**src/rtl/mem_op_pkg.sv**
```systemverilog
// Shared definitions for mem_op_unit: access-size encodings, FSM state type and
// byte-enable / alignment helpers.
package mem_op_pkg;

    localparam logic [1:0] SizeByte  = 2'd0;
    localparam logic [1:0] SizeHalf  = 2'd1;
    localparam logic [1:0] SizeWord  = 2'd2;
    localparam logic [1:0] SizeDword = 2'd3;

    typedef logic [1:0] state_t;

    localparam state_t StIdle  = 2'd0;
    localparam state_t StIssue = 2'd1;
    localparam state_t StWait  = 2'd2;
    localparam state_t StResp  = 2'd3;

    // Byte-enable pattern for an access of the given size at lane 0.
    function automatic logic [7:0] be_mask(input logic [1:0] size);
        case (size)
            SizeByte: be_mask = 8'h01;
            SizeHalf: be_mask = 8'h03;
            SizeWord: be_mask = 8'h0F;
            default:  be_mask = 8'hFF;
        endcase
    endfunction

    // Low address bits that must be zero for an access of the given size.
    function automatic logic [2:0] size_lsb_mask(input logic [1:0] size);
        case (size)
            SizeByte: size_lsb_mask = 3'd0;
            SizeHalf: size_lsb_mask = 3'd1;
            SizeWord: size_lsb_mask = 3'd3;
            default:  size_lsb_mask = 3'd7;
        endcase
    endfunction

endpackage

```
**src/rtl/mem_op_if.sv**
```systemverilog
// Pipeline request/response and memory-port signals of mem_op_unit.
// The unit uses the slave modport; the pipeline/memory environment uses master.
interface mem_op_if #(
    parameter int unsigned DATA_W = 32,
    parameter int unsigned ADDR_W = 32
);
    localparam int unsigned BE_W = DATA_W / 8;

    logic              req_valid;
    logic              req_ready;
    logic              req_we;
    logic [1:0]        req_size;
    logic              req_uns;
    logic [ADDR_W-1:0] req_addr;
    logic [DATA_W-1:0] req_wdata;

    logic              rsp_valid;
    logic              rsp_ready;
    logic [DATA_W-1:0] rsp_rdata;
    logic              rsp_exc;

    logic              mem_req;
    logic              mem_gnt;
    logic              mem_we;
    logic [ADDR_W-1:0] mem_addr;
    logic [BE_W-1:0]   mem_byteen;
    logic [DATA_W-1:0] mem_wdata;
    logic              mem_rvalid;
    logic [DATA_W-1:0] mem_rdata;

    modport master (
        output req_valid, req_we, req_size, req_uns, req_addr, req_wdata,
        output rsp_ready, mem_gnt, mem_rvalid, mem_rdata,
        input  req_ready, rsp_valid, rsp_rdata, rsp_exc,
        input  mem_req, mem_we, mem_addr, mem_byteen, mem_wdata
    );

    modport slave (
        input  req_valid, req_we, req_size, req_uns, req_addr, req_wdata,
        input  rsp_ready, mem_gnt, mem_rvalid, mem_rdata,
        output req_ready, rsp_valid, rsp_rdata, rsp_exc,
        output mem_req, mem_we, mem_addr, mem_byteen, mem_wdata
    );

endinterface

```
**src/rtl/lane_align.sv**
```systemverilog
// Load-path lane selection: right-justifies the addressed lane of a memory word and
// sign- or zero-extends it to the full data width.
module lane_align import mem_op_pkg::*; #(
    parameter int unsigned DATA_W = 32,
    parameter int unsigned OFF_W  = 2
) (
    input  logic [DATA_W-1:0] data,
    input  logic [OFF_W-1:0]  off,
    input  logic [1:0]        size,
    input  logic              uns,
    output logic [DATA_W-1:0] result
);
    logic [DATA_W-1:0] shifted;
    logic [DATA_W-1:0] keep;
    logic [DATA_W-1:0] fill;
    logic              sign;

    always_comb begin
        shifted = data >> {off, 3'b000};
        // A shift by >= DATA_W clears everything, so full-width accesses keep all bits.
        keep    = ~({DATA_W{1'b1}} << (8 << size));
        case (size)
            SizeByte: sign = shifted[7];
            SizeHalf: sign = shifted[15];
            SizeWord: sign = shifted[31];
            default:  sign = shifted[DATA_W-1];
        endcase
        fill   = {DATA_W{sign & ~uns}};
        result = (shifted & keep) | (fill & ~keep);
    end

endmodule

```
**src/rtl/mem_op_unit.sv**
```systemverilog
// mem_op_unit: single-outstanding load/store unit between a pipeline and a byte-lane memory port.
// Define MISALIGN_EXC_EN to raise an exception on unaligned accesses instead of aligning them down.
module mem_op_unit import mem_op_pkg::*; #(
    parameter int unsigned DATA_W = 32,
    parameter int unsigned ADDR_W = 32
) (
    input logic     clk,
    input logic     reset,
    mem_op_if.slave bus
);
    localparam int unsigned BE_W  = DATA_W / 8;
    localparam int unsigned OFF_W = $clog2(BE_W);

    state_t            state_q, state_d;
    logic              we_q, uns_q, exc_q;
    logic [1:0]        size_q;
    logic [OFF_W-1:0]  off_q;
    logic [ADDR_W-1:0] addr_q;
    logic [BE_W-1:0]   byteen_q;
    logic [DATA_W-1:0] wdata_q, rdata_q, load_data;

    logic              accept, req_exc;
    logic [OFF_W-1:0]  req_off, size_msk, align_off;
    logic [BE_W-1:0]   req_byteen;
    logic [DATA_W-1:0] req_wdata_sh;

    assign accept = bus.req_valid && (state_q == StIdle);

    always_comb begin
        req_off  = bus.req_addr[OFF_W-1:0];
        size_msk = OFF_W'(size_lsb_mask(bus.req_size));
        req_exc  = (bus.req_size == SizeDword) && (DATA_W < 64);
`ifdef MISALIGN_EXC_EN
        align_off = req_off;
        req_exc   = req_exc || ((req_off & size_msk) != '0);
`else
        align_off = req_off & ~size_msk;
`endif
        req_byteen   = BE_W'(16'(be_mask(bus.req_size)) << align_off);
        req_wdata_sh = bus.req_wdata << {align_off, 3'b000};
    end

    always_comb begin
        state_d = state_q;
        case (state_q)
            StIdle:  if (bus.req_valid) state_d = req_exc ? StResp : StIssue;
            StIssue: if (bus.mem_gnt) state_d = we_q ? StResp : StWait;
            StWait:  if (bus.mem_rvalid) state_d = StResp;
            StResp:  if (bus.rsp_ready) state_d = StIdle;
            default: state_d = StIdle;
        endcase
    end

    always_ff @(posedge clk) begin
        if (reset) begin
            state_q  <= StIdle;
            we_q     <= 1'b0;
            uns_q    <= 1'b0;
            exc_q    <= 1'b0;
            size_q   <= 2'd0;
            off_q    <= '0;
            addr_q   <= '0;
            byteen_q <= '0;
            wdata_q  <= '0;
            rdata_q  <= '0;
        end else begin
            state_q <= state_d;
            if (accept) begin
                we_q     <= bus.req_we;
                uns_q    <= bus.req_uns;
                size_q   <= bus.req_size;
                exc_q    <= req_exc;
                off_q    <= align_off;
                addr_q   <= {bus.req_addr[ADDR_W-1:OFF_W], {OFF_W{1'b0}}};
                byteen_q <= req_byteen;
                wdata_q  <= req_wdata_sh;
                rdata_q  <= '0;
            end
            if ((state_q == StWait) && bus.mem_rvalid) begin
                rdata_q <= load_data;
            end
        end
    end

    lane_align #(
        .DATA_W (DATA_W),
        .OFF_W  (OFF_W)
    ) u_lane_align (
        .data   (bus.mem_rdata),
        .off    (off_q),
        .size   (size_q),
        .uns    (uns_q),
        .result (load_data)
    );

    assign bus.req_ready  = (state_q == StIdle);
    assign bus.mem_req    = (state_q == StIssue);
    assign bus.mem_we     = (state_q == StIssue) && we_q;
    assign bus.mem_byteen = (state_q == StIssue) ? byteen_q : '0;
    assign bus.mem_addr   = addr_q;
    assign bus.mem_wdata  = wdata_q;
    assign bus.rsp_valid  = (state_q == StResp);
    assign bus.rsp_exc    = (state_q == StResp) && exc_q;
    assign bus.rsp_rdata  = rdata_q;

endmodule

```
**src/flat_wrapper.sv**
```systemverilog
// flat-port wrapper written by rule: the top's interface ports become plain ports
module mem_op_unit_flat import mem_op_pkg::*;
#(
    parameter int unsigned DATA_W = 32,
    parameter int unsigned ADDR_W = 32
)
  (clk, reset, bus_req_valid, bus_req_we, bus_req_size, bus_req_uns, bus_req_addr, bus_req_wdata, bus_rsp_ready, bus_mem_gnt, bus_mem_rvalid, bus_mem_rdata, bus_req_ready, bus_rsp_valid, bus_rsp_rdata, bus_rsp_exc, bus_mem_req, bus_mem_we, bus_mem_addr, bus_mem_byteen, bus_mem_wdata);
  mem_op_if #(.DATA_W(DATA_W), .ADDR_W(ADDR_W)) bus_i ();
  input logic clk;
  input logic reset;
  input wire logic [$bits(bus_i.req_valid)-1:0] bus_req_valid;
  input wire logic [$bits(bus_i.req_we)-1:0] bus_req_we;
  input wire logic [$bits(bus_i.req_size)-1:0] bus_req_size;
  input wire logic [$bits(bus_i.req_uns)-1:0] bus_req_uns;
  input wire logic [$bits(bus_i.req_addr)-1:0] bus_req_addr;
  input wire logic [$bits(bus_i.req_wdata)-1:0] bus_req_wdata;
  input wire logic [$bits(bus_i.rsp_ready)-1:0] bus_rsp_ready;
  input wire logic [$bits(bus_i.mem_gnt)-1:0] bus_mem_gnt;
  input wire logic [$bits(bus_i.mem_rvalid)-1:0] bus_mem_rvalid;
  input wire logic [$bits(bus_i.mem_rdata)-1:0] bus_mem_rdata;
  output wire logic [$bits(bus_i.req_ready)-1:0] bus_req_ready;
  output wire logic [$bits(bus_i.rsp_valid)-1:0] bus_rsp_valid;
  output wire logic [$bits(bus_i.rsp_rdata)-1:0] bus_rsp_rdata;
  output wire logic [$bits(bus_i.rsp_exc)-1:0] bus_rsp_exc;
  output wire logic [$bits(bus_i.mem_req)-1:0] bus_mem_req;
  output wire logic [$bits(bus_i.mem_we)-1:0] bus_mem_we;
  output wire logic [$bits(bus_i.mem_addr)-1:0] bus_mem_addr;
  output wire logic [$bits(bus_i.mem_byteen)-1:0] bus_mem_byteen;
  output wire logic [$bits(bus_i.mem_wdata)-1:0] bus_mem_wdata;
  assign bus_i.req_valid = bus_req_valid;
  assign bus_i.req_we = bus_req_we;
  assign bus_i.req_size = bus_req_size;
  assign bus_i.req_uns = bus_req_uns;
  assign bus_i.req_addr = bus_req_addr;
  assign bus_i.req_wdata = bus_req_wdata;
  assign bus_i.rsp_ready = bus_rsp_ready;
  assign bus_i.mem_gnt = bus_mem_gnt;
  assign bus_i.mem_rvalid = bus_mem_rvalid;
  assign bus_i.mem_rdata = bus_mem_rdata;
  assign bus_req_ready = bus_i.req_ready;
  assign bus_rsp_valid = bus_i.rsp_valid;
  assign bus_rsp_rdata = bus_i.rsp_rdata;
  assign bus_rsp_exc = bus_i.rsp_exc;
  assign bus_mem_req = bus_i.mem_req;
  assign bus_mem_we = bus_i.mem_we;
  assign bus_mem_addr = bus_i.mem_addr;
  assign bus_mem_byteen = bus_i.mem_byteen;
  assign bus_mem_wdata = bus_i.mem_wdata;
  mem_op_unit #(.DATA_W(DATA_W), .ADDR_W(ADDR_W)) u_core (.clk(clk), .reset(reset), .bus(bus_i));
endmodule
```
**config.mk**
```make
export PLATFORM = sky130hd
export DESIGN_NAME = mem_op_unit_flat
export DESIGN_NICKNAME = d
export VERILOG_FILES = /design/src/rtl/mem_op_pkg.sv /design/src/rtl/mem_op_if.sv /design/src/rtl/lane_align.sv /design/src/rtl/mem_op_unit.sv /design/src/flat_wrapper.sv
export SDC_FILE = /design/constraint.sdc
export NUM_CORES = 1
export LEC_CHECK = 0
export CAP_MARGIN = 0
export CORE_MARGIN = 2
export CORE_UTILIZATION = 45
export CTS_CLUSTER_SIZE = 14
export DETAILED_ROUTE_END_ITERATION = 7
export PLACE_DENSITY = 0.84
export SYNTH_ARGS = -nofsm -noshare
export SYNTH_HDL_FRONTEND = slang
export SYNTH_SLANG_ARGS = --single-unit
```
**constraint.sdc**
```tcl
create_clock -name clk -period 5.1 [get_ports clk]
set_input_delay 0.765 -clock clk [delete_from_list [all_inputs] [get_ports clk]]
set_output_delay 0.765 -clock clk [all_outputs]
set_load 0.02 [all_outputs]
```
==> impl.org <==
** Floorplanning
- In this run the standard cell core region covers 10800 sq um.
- The die covers 11900 sq um.
- The die is 109 um tall.
- Pin placement for this block handled 211 I/O pins.
- After floorplanning, the core was divided into 38 placement rows.
- Die width :: 109 um
- Initial core utilization :: 0.459

** Clock tree
- Clock tree synthesis found a total of 107 sinks.
- The later pin in the worst-skew pair is clocked with a latency of 0.36 ns.
- The tree is rooted in a sky130_fd_sc_hd__clkbuf_8.
- Post-CTS timing repair inserted 0 buffers for setup.
- Clock buffer count from CTS :: 9
- Clock transition at the registers of the reported paths :: 0.09 ns
- The H-tree was split into 3 levels.
- TritonCTS built the clock tree.
- No sink is reached through more buffers than the 2 on the longest clock path.
- Hold-fix buffer count after cts :: 0
- Post-cts repair resize count :: 0

** Drt
- Sum of routed wire length over all layers :: 15900 um
- Initial detailed-routing violation count :: 320
- The count of nets left with antenna violations once routing finished came out at 0.
- The first detailed-routing pass ran for 6 iterations.
- In the routed design, unresolved DRC markers number 0.
- Dividing the detail-routed wire length by the instance count gives 18.1 um.
- Total number of vias :: 4963
- Via/cell ratio :: 5.67

** Final layout
- The library cell used most frequently in the layout, excluding fill and tap cells, is sky130_fd_sc_hd__clkdlybuf4s50_1.
- The net count of the finished layout is 842.
- The repair_antennas step left the layout with diodes totalling 0.
- Area delta synth->final :: 45.0%
- The library cells used most frequently in the layout, excluding fill and tap cells, are 207 x sky130_fd_sc_hd__clkdlybuf4s50_1, 107 x sky130_fd_sc_hd__dfxtp_1, 90 x sky130_fd_sc_hd__nand2_1.
- Of the cells placed in the final design, the portion with a size suffix greater than 1 is 0.0951.
- Once layout is complete, the utilization of the core stands at 0.666.

** Worst setup path
- End point of the critical path :: u_core.bus.mem_wdata[23]
- CP cell instances :: clkdlybuf4s50_1 > nor2b_2 > nor2_1 > a221oi_1 > nor2_1
- The endpoint identified for the worst register-to-register timing path is u_core.bus.rsp_rdata[27].
- At the worst endpoint, the required time is 5.34 ns.
- Longest individual stage delay on the worst path :: 0.91 ns
- Critical path startpoint :: bus_req_addr[1]
- The worst register-to-register path has a setup slack of 2.68 ns.
- Library cell contributing the largest single delay on the critical path :: sky130_fd_sc_hd__nor2b_2
- Startpoint of the most critical register-to-register path :: u_core.off_q[1]
- The worst setup path is launched from a primary input.
- Data arrives at the worst endpoint at 3.42 ns.
- In this run the worst path has a maximum fanout of 20.
- The critical path is of the primary input to register type.
- Counting cells, the worst reg-to-reg path comes to 4.
- STA classifies the critical path endpoint as a register.
- Most used cell along the critical path :: sky130_fd_sc_hd__nor2_1

** Synthesis
- Cell taking the most area after synthesis :: sky130_fd_sc_hd__dfxtp_1
- Flops & latches, synth :: 107
- For this run, the register share of the synthesized area comes to 0.430.
- Top cells by area, synth :: sky130_fd_sc_hd__dfxtp_1 43%, sky130_fd_sc_hd__nand2_1 6.9%, sky130_fd_sc_hd__mux2_2 6.8%
- Number of warnings printed during yosys synthesis :: 0
- Area fraction of the dominant cell type after synthesis :: 0.430
- Instance count of the mapped netlist :: 554
- Post-Syn Area :: 4980 sq um
- Number of library cell types mapped by synthesis :: 42
- Dividing the synthesized area by the synthesized cell count gives 8.99 sq um.

** Flow run
- Number of max-cap violations :: 0

** Outcome
- The flow ran to the end, and the final reports show no timing, DRC or antenna violations.

** Global routing
- Entering global routing, the biggest net connects 59 pins.
- Global-route wire length before repair :: 24300 um
- The number of antenna violations at the first check in global routing was 0.
- The via count of the first global-routing pass is 4813.
- After global routing the overflow that remains totals 0.
- For this run, the total global-route usage over all layers was measured as 0.260.

** Timing
- Final setup viols :: 0
- Min Clock Period, post-route :: 3.18 ns
- Measured against its own limit, the worst slew margin works out to 0.271.
- In the finished design, the share of the clock period the worst path needs comes to 0.623.
- The final count of hold timing violations is 0.
- Between clock sinks in the finished design, the worst skew comes to 0.0115 ns.
- After routing, the total negative slack on setup checks comes to 0 ns.
- The final number of max-transition violations was 0.
- Static timing analysis puts the maximum clock frequency at 315 MHz.
- Setup repair after global routing missed its margin :: false
- Worst slew pin tran :: 1.09 ns

** Hold path
- The startpoint identified for the worst hold timing path is u_core.we_q.
- Type of the tightest min-delay check :: register to register

** Place
- Number of buffers added on ports :: 208
- Post-DP HPWL :: 11500 um
- Routability-driven placement finished with a final weighted congestion of 0.869.

** Power and ir drop
- The worst-case IR drop observed on VDD is 0.000195 V.
- For this design the static power due to leakage is 0.00255 uW.
- Power density over the cells :: 366 nW/um^2
==> state kept, by name, indices dropped and copies added, names as in the netlist <==
signal	flops
u_core.bus.mem_wdata	32
u_core.off_q	2
u_core.uns_q	1
u_core.bus.mem_addr	30
u_core.bus.rsp_rdata	32
u_core.exc_q	1
u_core.we_q	1
u_core.size_q	2
u_core.byteen_q	4
u_core.state_q	2
==> worst max-delay path, delay by kind of cell <==
kind / cells / cell delay, ns
buffers and inverters: 1 / 0.86
and+or+nand+nor: 3 / 1.37
AOI/OAI and AO/OA: 1 / 0.41
==> per-stage QoR <==
stage / hold WS [ns] / setup slack [ns] / instance area, sq um / power (uW) / std cells
detailed placement: 0.442 / 1.62 / 7030 / 2150 / 860
finish: 0.453 / 1.92 / 7220 / 2640 / 876
global route: 0.476 / 1.73 / 7220 / 2780 / 876
global placement: 0.438 / 1.78 / 7030 / 2110 / 860
floorplan: 0.432 / 3.01 / 4980 / 1690 / 555
CTS: 0.455 / 2.01 / 7220 / 2650 / 876
==> worst min-delay path by stage <==
stage                          endpoint  slack (ns)  cells past startpoint
6_report                    u_core.we_q        0.45                      2
5_1_grt        u_core.bus.mem_wdata[29]        0.48                      2
4_1_cts                     u_core.we_q        0.46                      2
3_5_place_dp                u_core.we_q        0.44                      2
3_3_place_gp                u_core.we_q        0.44                      2
2_1_floorplan              u_core.exc_q        0.43                      2
==> layout make-up <==
cell class                 count  area [sq um]
fill                         870          3620
tap                          140           175
inverter                       5          18.8
timing repair buffer         213          2110
clock inverter                 4          33.8
clock buffer                  12           155
sequential                   107          2140
multi-input combinational    395          2580
==> cell usage after synthesis, drive strengths merged <==
master and number:
o21ai 19, and2 8, nor3 2, inv 5
o2111ai 1, a221oi 8, a311oi 1, a22oi 41
mux2 32, a21oi 61, and4b 1, a22o 8
nand2 91, o311ai 1, nand3b 1, nor2b 5
nor2 41, or3b 1, clkbuf 23, mux2i 16
a21boi 3, nor3b 1, ha 5, nand2b 9
or3 1, mux4 8, o211ai 8, a211oi 1
conb 1, buf 25, nand3 2, o22ai 16
o311a 1, dfxtp 107
==> power breakdown <==
part           switching, uW  internal [uW]
Sequential              90.6            968
Clock                    293            209
Combinational            613            470
==> cells by family (layout without fill, tap and decap cells) <==
kind of cell               count (synthesis)  after routing  synth area share
and+or+nand+nor                          163            163             0.142
adders and majority gates                  5              5            0.0126
buffers and inverters                     53            234            0.0540
other                                      1              2          0.000753
DFF                                      107            107             0.430
muxes                                     56             56             0.141
AOI/OAI and AO/OA                        169            169             0.219
==> layer usage <==
| layer | global-route usage | routed length (um) | part of all wire | up-vias |
|---|---|---|---|---|
| li1 | - | - | - | 2328 |
| met1 | 0.303 | 6210 | 0.39 | 2337 |
| met2 | 0.448 | 7670 | 0.48 | 265 |
| met3 | 0.0729 | 1600 | 0.10 | 33 |
| met4 | 0.106 | 396 | 0.025 | 0 |
| met5 | 0 | 0 | 0 | - |
(Power assumes the default switching activity.)
